[config.mk]
export PLATFORM = sky130hd
export DESIGN_NAME = ball_table_commit
export DESIGN_NICKNAME = d
export VERILOG_FILES = /design/src/rtl/ball_pkg.sv /design/src/rtl/ball_table_commit_vs_edge_sync.sv /design/src/rtl/ball_table_commit.sv
export SDC_FILE = /design/constraint.sdc
export NUM_CORES = 2
export LEC_CHECK = 0
export BUFFER_PORTS_ARGS = -buffer_cell sky130_fd_sc_hd__buf_4
export CAP_MARGIN = 0
export CELL_PAD_IN_SITES_DETAIL_PLACEMENT = 0
export CELL_PAD_IN_SITES_GLOBAL_PLACEMENT = 1
export CORE_MARGIN = 3
export CORE_UTILIZATION = 40
export CTS_BUF_LIST = sky130_fd_sc_hd__clkbuf_2
export CTS_CLUSTER_DIAMETER = 120
export DETAILED_ROUTE_END_ITERATION = 10
export PLACE_DENSITY_LB_ADDON = 0.1
export SETUP_SLACK_MARGIN = 0.1
export SYNTH_ARGS = -nofsm -noshare
export SYNTH_HDL_FRONTEND = slang
export SYNTH_SLANG_ARGS = --single-unit
[constraint.sdc]
create_clock -name CLK -period 6.7 [get_ports CLK]
set_input_delay 1.005 -clock CLK [delete_from_list [all_inputs] [get_ports CLK]]
set_output_delay 1.005 -clock CLK [all_outputs]
set_load 0.02 [all_outputs]
[src/rtl/ball_pkg.sv]
// Shared types and constants for the double-buffered ball parameter table.
package ball_pkg;

    localparam int NUM_BALLS = 4;
    localparam int FIELDS    = 4;
    localparam int N_ENTRIES = NUM_BALLS * FIELDS;

    // Word position of each parameter inside one ball's record
    typedef enum logic [1:0] {
        F_RADIUS = 2'd0,
        F_POSX   = 2'd1,
        F_POSY   = 2'd2,
        F_POSZ   = 2'd3
    } field_t;

    // Commit sequencer states
    typedef enum logic [1:0] {
        IDLE    = 2'd0,
        ARMED   = 2'd1,
        COPY    = 2'd2,
        DONE_ST = 2'd3
    } commit_state_t;

    // CTRL write bits
    localparam int CTRL_COMMIT_BIT = 0;
    localparam int CTRL_IRQ_EN_BIT = 1;
    localparam int CTRL_CLEAR_BIT  = 2;

    // STATUS read bits
    localparam int ST_PENDING_BIT  = 0;
    localparam int ST_BUSY_BIT     = 1;
    localparam int ST_DONE_BIT     = 2;
    localparam int ST_OVERRUN_BIT  = 3;
    localparam int ST_IRQ_EN_BIT   = 4;

    // Flat table index of one ball parameter
    function automatic int entry_index(input int ball, input field_t field);
        return ball * FIELDS + int'(field);
    endfunction

endpackage

[src/rtl/ball_table_commit_vs_edge_sync.sv]
// Brings the asynchronous active-low vsync into the CLK domain and emits a
// one-cycle pulse on its falling edge. All flops idle high so a vsync that is
// already high after reset does not produce a spurious pulse.
module vs_edge_sync (
    input  logic CLK,
    input  logic RESET,
    input  logic async_in,
    output logic fall_pulse
);

    logic sync1_r;
    logic sync2_r;
    logic prev_r;

    // Two-stage synchroniser followed by a history flop for edge detection
    always_ff @(posedge CLK) begin
        if (RESET) begin
            sync1_r <= 1'b1;
            sync2_r <= 1'b1;
            prev_r  <= 1'b1;
        end else begin
            sync1_r <= async_in;
            sync2_r <= sync1_r;
            prev_r  <= sync2_r;
        end
    end

    // Falling edge: previous synchronised sample high, current one low
    assign fall_pulse = prev_r & ~sync2_r;

endmodule

[src/rtl/ball_table_commit.sv]
// Double-buffered ball parameter table. Software fills the staging bank over
// Avalon-MM and requests a commit; the staging bank is copied into the active
// bank one word per cycle starting at the next vsync, so the renderers always
// see a complete frame's worth of parameters.
module ball_table_commit #(
    parameter int NUM_BALLS = ball_pkg::NUM_BALLS,
    parameter int FIELDS    = ball_pkg::FIELDS,
    parameter int DATA_W    = 32,
    parameter int ADDR_W    = 5
) (
    input  logic                            CLK,
    input  logic                            RESET,
    input  logic                            AVL_CS,
    input  logic                            AVL_READ,
    input  logic                            AVL_WRITE,
    input  logic [3:0]                      AVL_BYTE_EN,
    input  logic [ADDR_W-1:0]               AVL_ADDR,
    input  logic [DATA_W-1:0]               AVL_WRITEDATA,
    output logic [DATA_W-1:0]               AVL_READDATA,
    output logic                            AVL_WAITREQ,
    input  logic                            VGA_VS,
    output logic [NUM_BALLS*FIELDS*DATA_W-1:0] ACTIVE_TABLE,
    output logic                            IRQ
);

    import ball_pkg::*;

    localparam int N     = NUM_BALLS * FIELDS;
    localparam int IDX_W = $clog2(N);
    localparam int NB    = DATA_W / 8;

    logic [DATA_W-1:0] staging_r [N];
    logic [DATA_W-1:0] active_r  [N];

    commit_state_t     state_r;
    logic [IDX_W-1:0]  idx_r;
    logic              rearm_r;
    logic              done_r;
    logic              overrun_r;
    logic              irq_en_r;
    logic [31:0]       frame_cnt_r;

    logic              vs_start_s;
    logic              addr_stage_s;
    logic              addr_ctrl_s;
    logic              addr_frame_s;
    logic              stage_req_s;
    logic              stage_wr_s;
    logic              ctrl_wr_s;
    logic              commit_s;
    logic              clear_s;
    logic [IDX_W-1:0]  wr_idx_s;
    logic [31:0]       status_s;
    logic [DATA_W-1:0] rdata_s;

    vs_edge_sync u_vs_sync (
        .CLK        (CLK),
        .RESET      (RESET),
        .async_in   (VGA_VS),
        .fall_pulse (vs_start_s)
    );

    // Address decode and write qualification
    assign addr_stage_s = (AVL_ADDR < ADDR_W'(N));
    assign addr_ctrl_s  = (AVL_ADDR == ADDR_W'(N));
    assign addr_frame_s = (AVL_ADDR == ADDR_W'(N + 1));
    assign wr_idx_s     = AVL_ADDR[IDX_W-1:0];

    assign stage_req_s  = AVL_CS & AVL_WRITE & addr_stage_s;
    assign stage_wr_s   = stage_req_s & (state_r != COPY);
    assign ctrl_wr_s    = AVL_CS & AVL_WRITE & addr_ctrl_s;
    assign commit_s     = ctrl_wr_s & AVL_BYTE_EN[0] & AVL_WRITEDATA[CTRL_COMMIT_BIT];
    assign clear_s      = ctrl_wr_s & AVL_BYTE_EN[0] & AVL_WRITEDATA[CTRL_CLEAR_BIT];

    // Only staging writes stall, and only while the copy is reading staging
    assign AVL_WAITREQ  = stage_req_s & (state_r == COPY);

    assign IRQ          = done_r & irq_en_r;

    // Staging bank: byte-lane writes from software, stalled during COPY
    always_ff @(posedge CLK) begin
        if (RESET) begin
            for (int i = 0; i < N; i++) begin
                staging_r[i] <= '0;
            end
        end else if (stage_wr_s) begin
            for (int b = 0; b < NB; b++) begin
                if (AVL_BYTE_EN[b]) begin
                    staging_r[wr_idx_s][b*8 +: 8] <= AVL_WRITEDATA[b*8 +: 8];
                end
            end
        end
    end

    // Active bank: one entry copied from staging per COPY cycle
    always_ff @(posedge CLK) begin
        if (RESET) begin
            for (int i = 0; i < N; i++) begin
                active_r[i] <= '0;
            end
        end else if (state_r == COPY) begin
            active_r[idx_r] <= staging_r[idx_r];
        end
    end

    // Commit sequencer: waits for vsync, walks the table, then rearms or idles
    always_ff @(posedge CLK) begin
        if (RESET) begin
            state_r <= IDLE;
            idx_r   <= '0;
            rearm_r <= 1'b0;
        end else begin
            case (state_r)
                IDLE: begin
                    // A vsync in the same cycle as the commit is too late for this frame
                    if (commit_s) begin
                        state_r <= ARMED;
                    end
                end
                ARMED: begin
                    if (vs_start_s) begin
                        state_r <= COPY;
                        idx_r   <= '0;
                    end
                end
                COPY: begin
                    if (commit_s) begin
                        rearm_r <= 1'b1;
                    end
                    if (idx_r == IDX_W'(N - 1)) begin
                        state_r <= DONE_ST;
                        idx_r   <= '0;
                    end else begin
                        idx_r   <= idx_r + IDX_W'(1);
                    end
                end
                DONE_ST: begin
                    idx_r   <= '0;
                    rearm_r <= 1'b0;
                    if (rearm_r || commit_s) begin
                        state_r <= ARMED;
                    end else begin
                        state_r <= IDLE;
                    end
                end
                default: begin
                    state_r <= IDLE;
                    idx_r   <= '0;
                    rearm_r <= 1'b0;
                end
            endcase
        end
    end

    // Sticky status flags; setting takes priority over a software clear
    always_ff @(posedge CLK) begin
        if (RESET) begin
            done_r    <= 1'b0;
            overrun_r <= 1'b0;
        end else begin
            if (state_r == DONE_ST) begin
                done_r <= 1'b1;
            end else if (clear_s) begin
                done_r <= 1'b0;
            end
            if ((state_r == COPY) && vs_start_s) begin
                overrun_r <= 1'b1;
            end else if (clear_s) begin
                overrun_r <= 1'b0;
            end
        end
    end

    // Interrupt enable, written whenever byte lane 0 of CTRL is written
    always_ff @(posedge CLK) begin
        if (RESET) begin
            irq_en_r <= 1'b0;
        end else if (ctrl_wr_s && AVL_BYTE_EN[0]) begin
            irq_en_r <= AVL_WRITEDATA[CTRL_IRQ_EN_BIT];
        end
    end

    // Frame counter advances on every vsync regardless of commit activity
    always_ff @(posedge CLK) begin
        if (RESET) begin
            frame_cnt_r <= 32'd0;
        end else if (vs_start_s) begin
            frame_cnt_r <= frame_cnt_r + 32'd1;
        end
    end

    // STATUS word assembly
    always_comb begin
        status_s                 = 32'd0;
        status_s[ST_PENDING_BIT] = (state_r == ARMED) | rearm_r;
        status_s[ST_BUSY_BIT]    = (state_r == COPY);
        status_s[ST_DONE_BIT]    = done_r;
        status_s[ST_OVERRUN_BIT] = overrun_r;
        status_s[ST_IRQ_EN_BIT]  = irq_en_r;
        status_s[31:16]          = frame_cnt_r[15:0];
    end

    // Read mux: staging (not active) contents, STATUS, FRAME_CNT, else zero
    always_comb begin
        rdata_s = '0;
        if (AVL_CS && AVL_READ) begin
            if (addr_stage_s) begin
                rdata_s = staging_r[wr_idx_s];
            end else if (addr_ctrl_s) begin
                rdata_s = DATA_W'(status_s);
            end else if (addr_frame_s) begin
                rdata_s = DATA_W'(frame_cnt_r);
            end else begin
                rdata_s = '0;
            end
        end else begin
            rdata_s = '0;
        end
    end

    assign AVL_READDATA = rdata_s;

    // Flatten the active bank for the renderers
    for (genvar k = 0; k < N; k++) begin : g_active
        assign ACTIVE_TABLE[k*DATA_W +: DATA_W] = active_r[k];
    end

endmodule
# Word level (Yosys, flattened, before mapping)
# Memories as Yosys holds them, arrays and structs flattened. A register that Yosys moved wholly into a read port is not among the register bits.
# Cells that the tools add are included.
[totals] register_bits=45 ram_bits=1024 inputBits=47 wordCells=98 mem_count=2
[classes] addsub=2 magnitude_cmp=1 n_eq_ne=11 muxes=46 n_bitwise=12 n_reduce_logical=14
[memory_table] memory="active_r" words=16 width=32 rd=16 rd_ports_with_merged_regs=0 wr=16 line="ball_table_commit.sv:33" rtl="logic [DATA_W-1:0] active_r [N];"
[memory_table] memory="staging_r" words=16 width=32 rd=2 rd_ports_with_merged_regs=1 wr=16 line="ball_table_commit.sv:32" rtl="logic [DATA_W-1:0] staging_r [N];"
[op_table] op="$mux W32" n=6
[op_table] op="$reduce_or A32 Y1" n=2
[op_table] op="$add A32 B1 Y32 const B" n=1
[op_table] op="$mux W4" n=7
[op_table] op="$mux W1" n=27
[op_table] op="$pmux W4 S3" n=1
[op_table] op="$and A1 B1 Y1" n=10
[op_table] op="$eq A5 B5 Y1 const B" n=2
[op_table] op="$ne A2 B2 Y1 const B" n=4
[op_table] op="$pmux W2 S4" n=1
[op_table] op="$mux W2" n=3
[op_table] op="$reduce_bool A2 Y1" n=3
[op_table] op="$lt A5 B5 Y1 const B" n=1
[op_table] op="$add A4 B1 Y4 const B" n=1
[op_table] op="$eq A2 B2 Y1 const B" n=2
[op_table] op="$eq A4 B4 Y1 const B" n=1
[op_table] op="$reduce_and A2 Y1" n=2
[op_table] op="$logic_and A1 B1 Y1" n=3
[op_table] op="$reduce_and A3 Y1" n=1
[op_table] op="$reduce_bool A3 Y1" n=1
[op_table] op="$eq A2 B1 Y1 const B" n=1
[op_table] op="$logic_not A2 Y1" n=1
[op_table] op="$ne A2 B1 Y1 const B" n=1
[op_table] op="$pmux W1 S2" n=1
[op_table] op="other kinds (3)" n=3

# Logic depth before layout (Yosys ltp)
[depth] depth_word=8 depth_mapped=8 ltp_nobuf=6

# Hierarchy
# A second synthesis with hierarchy kept.
[unflattened] cells_unflattened=3314 area_unflattened_um2=49411.1
[modules_own_cells] mod="ball_table_commit" n_inst=1 cells_each=3307 area_each_um2=49326.1 seq_area_each_um2=31670.4
[modules_own_cells] mod="vs_edge_sync" n_inst=1 cells_each=7 area_each_um2=85.1 seq_area_each_um2=60.1

# Worst setup path after synthesis
# Ideal clock, no wire load.
[synth_path] path_kind="input-to-output" start="input AVL_ADDR[1]" end="output AVL_READDATA[19]" arrival_ns=3.151 required_time_ns=5.695 setup_slack_ns=2.544 path_stages=5 cell_sequence="buf_4 -> nor4_1 -> clkbuf_1 -> a221oi_1 -> a2111oi_0"
[synth_between] elab_chain_len=5 word_cells_on_any_way=8
[synth_lines] element="from (decl)" line="ball_table_commit.sv:17" rtl="input logic [ADDR_W-1:0] AVL_ADDR,"
[synth_lines] element="parallel branches: the longest is 3 deep, another holds $mem_v2 Z16 W32"
[synth_lines] element="$mux W32 (*)" line="ball_table_commit.sv:207" rtl="if (addr_stage_s) begin"
[synth_lines] element="$mux W32 (*)" line="ball_table_commit.sv:206" rtl="if (AVL_CS && AVL_READ) begin"
[synth_lines] element="to (decl)" line="ball_table_commit.sv:19" rtl="output logic [DATA_W-1:0] AVL_READDATA,"
# Mark *: on every way between the ends.

# Worst setup path in the final report
[layout_path] start="input AVL_ADDR[3]" end="output AVL_READDATA[31]"
# Same word-level chain as after synthesis.

==> metrics.md <==
| Metric | Value |
|---|---|
| Vias in the first global route | around 36000 |
| Residual DRC | 0 |
| Clk buf depth | 4 |
| Worst hold path type | in2reg |
| Drt wl/cell | approximately 33 um |
| Starting Density | about 40% |
| Max_cap viols | 0 |
| PD cells | roughly 230 mW/mm^2 |
| Max H-tree Level | 5 |
| Area Overhead vs Synth | 18.6% |
| Root buf cell | clkbuf_2 |
| Critical Path Source Type | primary input |
| Total number of vias | around 36000 |
| Synth area leaders | edfxtp_1 (62%), mux4_2 (11%), o22ai_1 (6.7%) |
| Slew HR | between 10 and 15% |
| Placement row count | 128 |
| Arr. time, crit path | roughly 4.4 ns |
| Layout cell share with drive strength beyond 1 | roughly 36% |
| Slowest cell on crit path | nor4b_4 |
| First-pass GRT wire length | around 270000 um |
| Gpl congestion | a little over 0.9 |
| Initial antenna violation count | 12 |
| Area taken by flip-flops and latches | 0.0317 mm^2 |
| Biggest area consumer among synthesized cells | edfxtp_1 |
| Detailed-route vias per instance | slightly above 6 |
| Mean post-synth cell area | ~15 um^2 |
| Hpwl dp | around 130000 um |
| TritonCTS Buffers | 308 |
| Routed Antenna Nets | 0 |
| Status | finished, final reports clean |
| Die Width | between 300 and 400 um |
| Ys async rst share | 0% |
| Initial DRT Pass Iterations | 6 |
| Setup TNS | 0 ns |
| Crit-path leading delay family | buffers and inverters |
| Synth warn | 0 |
| Crit path largest cell delay | between 0.9 and 1 ns |
| Register area share after synthesis | around 64% |
| Number of enable flip-flop cells after synthesis | between 1000 and 1500 |
| Clock slew at reported path FFs | about 0.090 ns |
| Skew final | approximately 0.18 ns |
| Critical-path maximum fanout | 20 |
| Height of the die | 358 um |
| Cts hold-fix bufs | 42 |
| Count of cell types in the netlist | between 50 and 60 |
| #FFs+latches synth | 1073 |
| Main synth FF type | edfxtp_1 |
| Design Power | 13.4 mW |
| Setup Crit Path Kind | in2out |
| CP cell instances | dlygate4sd3_1, buf_4, nor4b_4, buf_4, a221oi_1, a2111oi_0, buf_4 |
| Die Area | ~0.13 mm^2 |
| CP endpoint kind | output pin |
| Setup bufs post-CTS | 0 |
| Multi-input gate area | roughly 0.017 mm^2 |
| Core Region | between 0.1 and 0.15 mm^2 |
| Layout fillers | 10869 |
| Routed WL | approximately 190000 um |
| Synth Cell Area | between 0.04 and 0.05 mm^2 |
| Largest net degree at the start of global routing | 75 |
| Max rail drop VDD | between 150 and 200 uV |
| Yosys top cell area share | between 60 and 70% |
| Final setup fails | 0 |
| Worst-Skew Late Latency | roughly 1.6 ns |
| RSZ-0062 raised after global routing | false |
| Bufs and invs on worst path | 4 |
| CP Data Required Time | 5.69 ns |
| Slew Viols, Final | 0 |
| Most used cell, CP | buf_4 |
| Gate Count Post-Synth | about 3300 |
| Io pins | a little under 600 |
| Max Freq | 186 MHz |
| 1st-iter DRT viols | around 4000 |
| Nets | around 4000 |
| GRT overflow | 0 |
| CTS tree | yes |
| Total clock sinks | ~1100 |
| Syn nets | 3404 |
| Minimum clock period after layout | 5.37 ns |
| Final hold vios | 0 |
| Cts repair resizes | 0 |
| Total global-route track usage | between 20% and 30% |
| Final worst path period share | 80.2% |
| Worst-margin pin slew | between 1 and 1.5 ns |
| Lkg Pwr | 21.7 nW |
| Port Buf Inserts | between 500 and 600 |
## cells by family after synthesis
kind of cell,synth area share [%]
buffers and inverters,3.03
multiplexers,13.5
XOR/XNOR,0.195
AO/OA/AOI/OAI,9.10
flip-flops,64.1
adder cells (fa/ha/maj),0.253
AND/OR/NAND/NOR,9.84
## area by class of cell
cell class              count  area share (%)
inverters                  20           0.128
flip-flops and latches   1073            54.0
well taps                1625            3.46
multi-input cells        1920            28.6
diodes                      6          0.0256
clock buffers             448            3.82
repair buffers            732            9.63
clock inverters            42           0.273
## final timing paths
path | startpoint | endpoint | slack (ns) | depth (start not counted)
worst max-delay path | AVL_ADDR[3] | AVL_READDATA[31] | 1.33 | 7
worst min-delay path | RESET | idx_r[0] | 0.32 | 3
worst min register to register | u_vs_sync.sync1_r | u_vs_sync.sync2_r | 0.43 | 1
worst max register to register | register | active_r[14][23] | 3.10 | 4
## Yosys cell counts, types with 30 or more instances
master and count:
mux4_2 238, o22ai_1 533, dfxtp_1 49, mux2i_1 132
nand2_1 61, buf_2 101, or2_2 60, a21oi_1 30
nor2_1 83, nand3_1 34, clkbuf_1 208, edfxtp_1 1024
and3_1 69, and2_1 437
## per-layer routing
layer	track usage [%]	vias up	share of wire (%)
met5	0	-	0
met4	13.0	0	4.2
met3	7.32	364	9.9
met2	46.4	2325	47
met1	38.3	18283	39
li1	-	14954	-
## state kept, by name, summed over array words and instances (netlist names), 2 cells and up, named ones only
name         cells
idx_r            4
state_r          2
staging_r      512
frame_cnt_r     32
active_r       512
## layout by cell type (no fill, tap or decap), drive strengths merged, types with 8 or more instances in the layout
master and n:
a2111oi 21, a21o 9, a21oi 30, a221oi 20
a22oi 19, a31o 13, and2 437, and3 69
buf 690, clkbuf 448, clkinv 36, dfxtp 49
dlygate4sd3 42, edfxtp 1024, ha 10, inv 26
mux2i 132, mux4 238, nand2 61, nand3 34
nand4 12, nor2 83, nor2b 11, nor3 24
o21ai 12, o221ai 11, o22ai 533, o31ai 13
or2 60, or3 9, or4 14, xnor2 8
## metrics by stage
step / std cells / utilization (%) / area [um^2] / hold slack [ns] / setup WS (ns)
floorplan: 3347 / - / 49500 / 0.389 / 2.54
global placement: 5328 / 45.7 / 55900 / 0.405 / 1.64
detailed placement: 5328 / 45.7 / 55900 / 0.407 / 1.58
CTS: 5860 / 48.0 / 58700 / 0.00854 / 1.39
global route: 5865 / 48.0 / 58800 / 0.122 / 1.27
finish: 5866 / 48.0 / 58800 / 0.317 / 1.33
## worst reg2reg max path, cell delays in order, from the launching register on
cell,delay (ns)
dfxtp_4,0.94
buf_12,0.50
mux4_2,0.62
mux2i_2,1.01
o22ai_1,0.27
## where the power goes
part / internal (mW) / switching [mW] / leakage [nW]
combinational: 0.419 / 0.807 / 8.80
sequential: 7.54 / 0.139 / 11.0
clock: 1.74 / 2.78 / 1.95
total: 9.70 / 3.73 / 21.7
(Power assumes the default switching activity.)
